## src/rtl/roleda_pattern_gen.sv

```systemverilog
// Stimulus source for the 5-input roleda detector: presents codewords on A..E
// together with the detector's expected F, under a valid/ready handshake.
module roleda_pattern_gen #(
   parameter int GAP_CYCLES = 0,
   parameter int PASSES     = 1
) (
   input  logic clk,
   input  logic rst_n,
   input  logic start,
   input  logic mode,
   input  logic ready,
   output logic A,
   output logic B,
   output logic C,
   output logic D,
   output logic E,
   output logic valid,
   output logic expect_F,
   output logic busy,
   output logic done
);

   typedef enum logic [1:0] {IDLE, EMIT, GAP, DONE} state_t;

   localparam logic [4:0] CODE_M0   = 5'd22;
   localparam logic [4:0] CODE_M1   = 5'd26;
   localparam logic [3:0] GAP_LAST  = 4'((GAP_CYCLES > 0) ? GAP_CYCLES - 1 : 0);
   localparam logic [7:0] PASS_LAST = 8'(PASSES - 1);

   state_t      state_reg, state_next;
   logic [4:0]  code_reg, code_next;
   logic        mode_reg, mode_next;
   logic [3:0]  gap_cnt_reg, gap_cnt_next;
   logic [7:0]  pass_cnt_reg, pass_cnt_next;
   logic        valid_reg, valid_next;
   logic        expect_reg, expect_next;
   logic        busy_reg, busy_next;
   logic        done_reg, done_next;
   logic        seq_end;
   logic        run_end;
   logic [4:0]  succ_code;

   function automatic logic is_accept(input logic [4:0] c);
      return (c == CODE_M0) || (c == CODE_M1);
   endfunction

   // Successor in the latched sequence; both sequences wrap at their end.
   always_comb begin
      succ_code = code_reg + 5'd1;
      if (mode_reg)
         succ_code = (code_reg == CODE_M0) ? CODE_M1 : CODE_M0;
   end

   assign seq_end = mode_reg ? (code_reg == CODE_M1) : (code_reg == 5'd31);
   assign run_end = seq_end && (pass_cnt_reg == PASS_LAST);

   always_comb begin
      state_next    = state_reg;
      code_next     = code_reg;
      mode_next     = mode_reg;
      gap_cnt_next  = gap_cnt_reg;
      pass_cnt_next = pass_cnt_reg;
      valid_next    = valid_reg;
      expect_next   = expect_reg;
      busy_next     = busy_reg;
      done_next     = 1'b0;

      case (state_reg)
         IDLE: begin
            if (start) begin
               mode_next     = mode;
               code_next     = mode ? CODE_M0 : 5'd0;
               expect_next   = mode;
               valid_next    = 1'b1;
               busy_next     = 1'b1;
               gap_cnt_next  = 4'd0;
               pass_cnt_next = 8'd0;
               state_next    = EMIT;
            end
         end
         EMIT: begin
            if (ready) begin
               if (run_end) begin
                  valid_next    = 1'b0;
                  done_next     = 1'b1;
                  pass_cnt_next = 8'd0;
                  state_next    = DONE;
               end else begin
                  pass_cnt_next = pass_cnt_reg + {7'd0, seq_end};
                  if (GAP_CYCLES > 0) begin
                     // Code is held during the gap; it advances on leaving GAP.
                     valid_next   = 1'b0;
                     gap_cnt_next = 4'd0;
                     state_next   = GAP;
                  end else begin
                     code_next   = succ_code;
                     expect_next = is_accept(succ_code);
                  end
               end
            end
         end
         GAP: begin
            if (gap_cnt_reg == GAP_LAST) begin
               gap_cnt_next = 4'd0;
               code_next    = succ_code;
               expect_next  = is_accept(succ_code);
               valid_next   = 1'b1;
               state_next   = EMIT;
            end else begin
               gap_cnt_next = gap_cnt_reg + 4'd1;
            end
         end
         DONE: begin
            busy_next  = 1'b0;
            state_next = IDLE;
         end
         default: begin
            valid_next = 1'b0;
            busy_next  = 1'b0;
            state_next = IDLE;
         end
      endcase
   end

   always_ff @(posedge clk) begin
      if (!rst_n) begin
         state_reg    <= IDLE;
         code_reg     <= 5'd0;
         mode_reg     <= 1'b0;
         gap_cnt_reg  <= 4'd0;
         pass_cnt_reg <= 8'd0;
         valid_reg    <= 1'b0;
         expect_reg   <= 1'b0;
         busy_reg     <= 1'b0;
         done_reg     <= 1'b0;
      end else begin
         state_reg    <= state_next;
         code_reg     <= code_next;
         mode_reg     <= mode_next;
         gap_cnt_reg  <= gap_cnt_next;
         pass_cnt_reg <= pass_cnt_next;
         valid_reg    <= valid_next;
         expect_reg   <= expect_next;
         busy_reg     <= busy_next;
         done_reg     <= done_next;
      end
   end

   assign A        = code_reg[4];
   assign B        = code_reg[3];
   assign C        = code_reg[2];
   assign D        = code_reg[1];
   assign E        = code_reg[0];
   assign valid    = valid_reg;
   assign expect_F = expect_reg;
   assign busy     = busy_reg;
   assign done     = done_reg;

endmodule

```

## config.mk

```make
export PLATFORM = sky130hd
export DESIGN_NAME = roleda_pattern_gen
export DESIGN_NICKNAME = d
export VERILOG_FILES = /design/src/rtl/roleda_pattern_gen.sv
export SDC_FILE = /design/constraint.sdc
export NUM_CORES = 1
export LEC_CHECK = 0
export BUFFER_PORTS_ARGS = -buffer_cell sky130_fd_sc_hd__buf_2
export CAP_MARGIN = 20
export CORE_MARGIN = 2
export CORE_UTILIZATION = 30
export CTS_CLUSTER_DIAMETER = 200
export DETAILED_ROUTE_END_ITERATION = 10
export PLACE_DENSITY = 0.48
export SYNTH_ARGS = -nofsm -noshare
export SYNTH_HDL_FRONTEND = slang
export SYNTH_SLANG_ARGS = --single-unit
export TNS_END_PERCENT = 5
```

## constraint.sdc

```tcl
create_clock -name clk -period 5.1 [get_ports clk]
set_input_delay 0.51 -clock clk [delete_from_list [all_inputs] [get_ports clk]]
set_output_delay 0.51 -clock clk [all_outputs]
set_load 0.005 [all_outputs]
```

==> impl_metrics.csv <==
group,metric,value,unit
floorplanning,die_w,74.4,µm
placed_design,dp_hpwl,2540,µm
yosys,synth_top_family_by_area,"simple AND/OR/NAND/NOR gates",
yosys,synthArstFlopShare,0,%
timing,fin_ws,2580,ps
floorplanning,num_rows,25,
yosys,yosys.area_share.simple,24.4,%
power,pwr-share-comb,45.4,%
clock_tree,cts_buffers,3,
finish,final_area,1660,µm²
floorplanning,fp.dieArea,5530,µm²
flow_run,maxCapViolCount,0,
yosys,yosys_warnings,0,
global_route,met1_usage,16.8,%
timing,final.setup.tns,0,ps
yosys,synth_seq_cells,24,
yosys,synth_cells,172,
clock_tree,clk_latency,270,ps
clock_tree,cts.sinks,24,
critical_path,crit_fanout,7,
power,pwr_density_cell,438,nW/µm²
yosys,synth_nets,189,
yosys,synthAdderAreaFrac,10.1,%
clock_tree,clk_pin_slew,90,ps
critical_path,critPathLaunchType,"register",
finish,mostFrequentLayoutCells,"24 x dfxtp_1, 17 x nand2_1, 13 x buf_2",
yosys,synth_mux_area_share,5.39,%
power,power_frac_clock,18.8,%
drt,viasPerCell,5.23,
timing,hold_violations,0,
yosys,seq_area_frac_synth,32.4,%
yosys,syn_area,1490,µm²
global_route,grt_pass1_wl,5440,µm
drt,ant_nets,0,
yosys,synth_edf_count,0,
hold_path,hold_path_class,"register to register",
global_route,grt_max_degree,15,
timing,fin_skew,2.06,ps
drt,drt-total-wl,3370,µm
yosys,synth_compound_area_share,19.6,%
finish,largest_reg_flops,8,
power,power.total,0.000727,W
yosys,yosys.area.top_type,"dfxtp_1",
timing,finalMaxSlewViolations,0,
global_route,busiest_layer,"met2",
power,vdd_ir_drop_max,0.113,mV
clock_tree,cts_root_buf,"clkbuf_8",
critical_path,ff2ff_setup_slack,2580,ps
timing,slew_headroom,50.2,%
yosys,synth_cell_type_count,47,
finish,area_delta_synth_final,11.9,%
timing,rsz0062_at_grt,"no",
global_route,grt_pass1_vias,1193,
clock_tree,cts_setup_buffers,0,
clock_tree,hold_buffers,0,
floorplanning,ioPinCount,14,
yosys,syn_avg_cell_area,8.63,µm²
clock_tree,cts_tree,"done",
critical_path,ff2ff_path_depth,9,
drt,num_vias,1313,
floorplanning,core,4750,µm²
placed_design,port_buffers,13,
power,p_int,0.000420,W
clock_tree,cts_resized,0,
clock_tree,htree_levels,1,
critical_path,critPathKind,"register to register",
hold_path,min_path_cells,2,
global_route,grt_antenna_before_repair,0,
finish,insertedDiodeCount,0,
yosys,synth.area.top_cells,"dfxtp_1 32%, ha_1 10%, mux2i_1 5.4%, nand2_1 4.3%, a21oi_1 3.4%",
power,p_leak,0.667,nW
power,p_switching,0.000308,W
timing,max_slew.worst_pin.slew,739,ps
global_route,met2_usage,20.9,%
finish,drive_above_1_share,11.4,%
floorplanning,initial_utilization,31.2,%
global_route,grt_use_met3,2.17,%
finish,nNetsFinal,202,
timing,setup_viol,0,
drt,dr.pass1.iters,5,
placed_design,post-place-ws,2620,ps
global_route,track_usage,12.8,%
placed_design,gp_congestion,0.808,
drt,wire_per_inst,13.4,µm
clock_tree,clockBufferDepth,2,
drt,drc,0,
power,seqPwrFrac,35.8,%
timing,fmax,396,MHz
critical_path,cp-end-kind,"register",
floorplanning,die_h,74.4,µm
status,status,"finished clean",
global_route,gr-total-overflow,0,
placed_design,dpl_cell_area,1610,µm²
timing,holdWs,469,ps
critical_path,worstPathRequired,5310,ps
timing,fin_crit_sh,49.5,%
critical_path,worst_ep_arrival_time,2730,ps
timing,fin_crit,2520,ps
power,sw_frac_of_total,42.3,%
yosys,synth-xor-area-share,2.95,%
drt,drtIter0Drc,102,
yosys,synth_top_area_share,32.4,%
yosys,ys.flop_type,"dfxtp_1",
finish,mostFrequentLayoutCell,"dfxtp_1",
==> cells in the mapped netlist (2+ instances only) <==
library cell  instances
o211ai_1              2
ha_1                 12
nand4_1               2
a21oi_1              10
nor4_1                2
o2111ai_1             2
a221oi_1              3
nand3_1               8
dfxtp_1              24
nor2b_1               3
o21ai_0               6
and4_1                2
nor2_1                9
nor3_1                4
o221ai_1              2
xor2_1                4
mux2i_1               8
nand2_1              17
or3_1                 5
clkbuf_1              3
and3_1                4
a211oi_1              2
nand2b_1              3
inv_1                12
==> stage by stage <==
stage               std cells  utilization, %
detailed placement        247            33.8
finish                    251            34.9
global route              251            34.9
floorplan                 172               -
CTS                       251            34.9
global placement          247            33.8
==> path summary, 6_finish.rpt <==
check	startpoint	endpoint
worst max-delay path	mode_reg	pass_cnt_reg[7]
worst min register to register	expect_F	expect_F
worst max register to register	mode_reg	pass_cnt_reg[7]
worst min-delay path	expect_F	expect_F
==> layer usage <==
layer	vias up	wire, µm
met5	-	0
met4	0	53
met3	5	110
met2	25	1560
met1	625	1650
li1	658	-
==> power groups by stage <==
stage,sequential [W],clock (W),combinational (W)
2_1_floorplan,0.000258,0,0.000244
3_3_place_gp,0.000264,0,0.000329
3_5_place_dp,0.000265,0,0.000328
4_1_cts,0.000261,0.000139,0.000329
5_1_grt,0.000268,0.000148,0.000366
6_report,0.000261,0.000137,0.000330
==> logic make-up after synthesis <==
logic type | Yosys count
muxes | 8
and+or+nand+nor | 67
xor gates and xnor gates | 5
DFF | 24
AOI/OAI and AO/OA | 38
adders and majority gates | 12
buffers and inverters | 18
==> cell type report <==
class / count / area [µm²]
sequential: 24 / 480
timing repair buffer: 13 / 65.1
inverter: 13 / 48.8
fill: 523 / 3090
clock buffer: 4 / 55.1
tap: 67 / 83.8
multi-input combinational: 130 / 928
==> worst max-delay path, cell delays in order, from the launching register on <==
cell and delay, ps:
dfxtp_1 440, inv_1 130, ha_1 280, and4_1 250
and2_1 150, ha_1 170, nand3_1 80, or4_4 460
or3_1 360, a21oi_1 140
(Power assumes the default switching activity.)
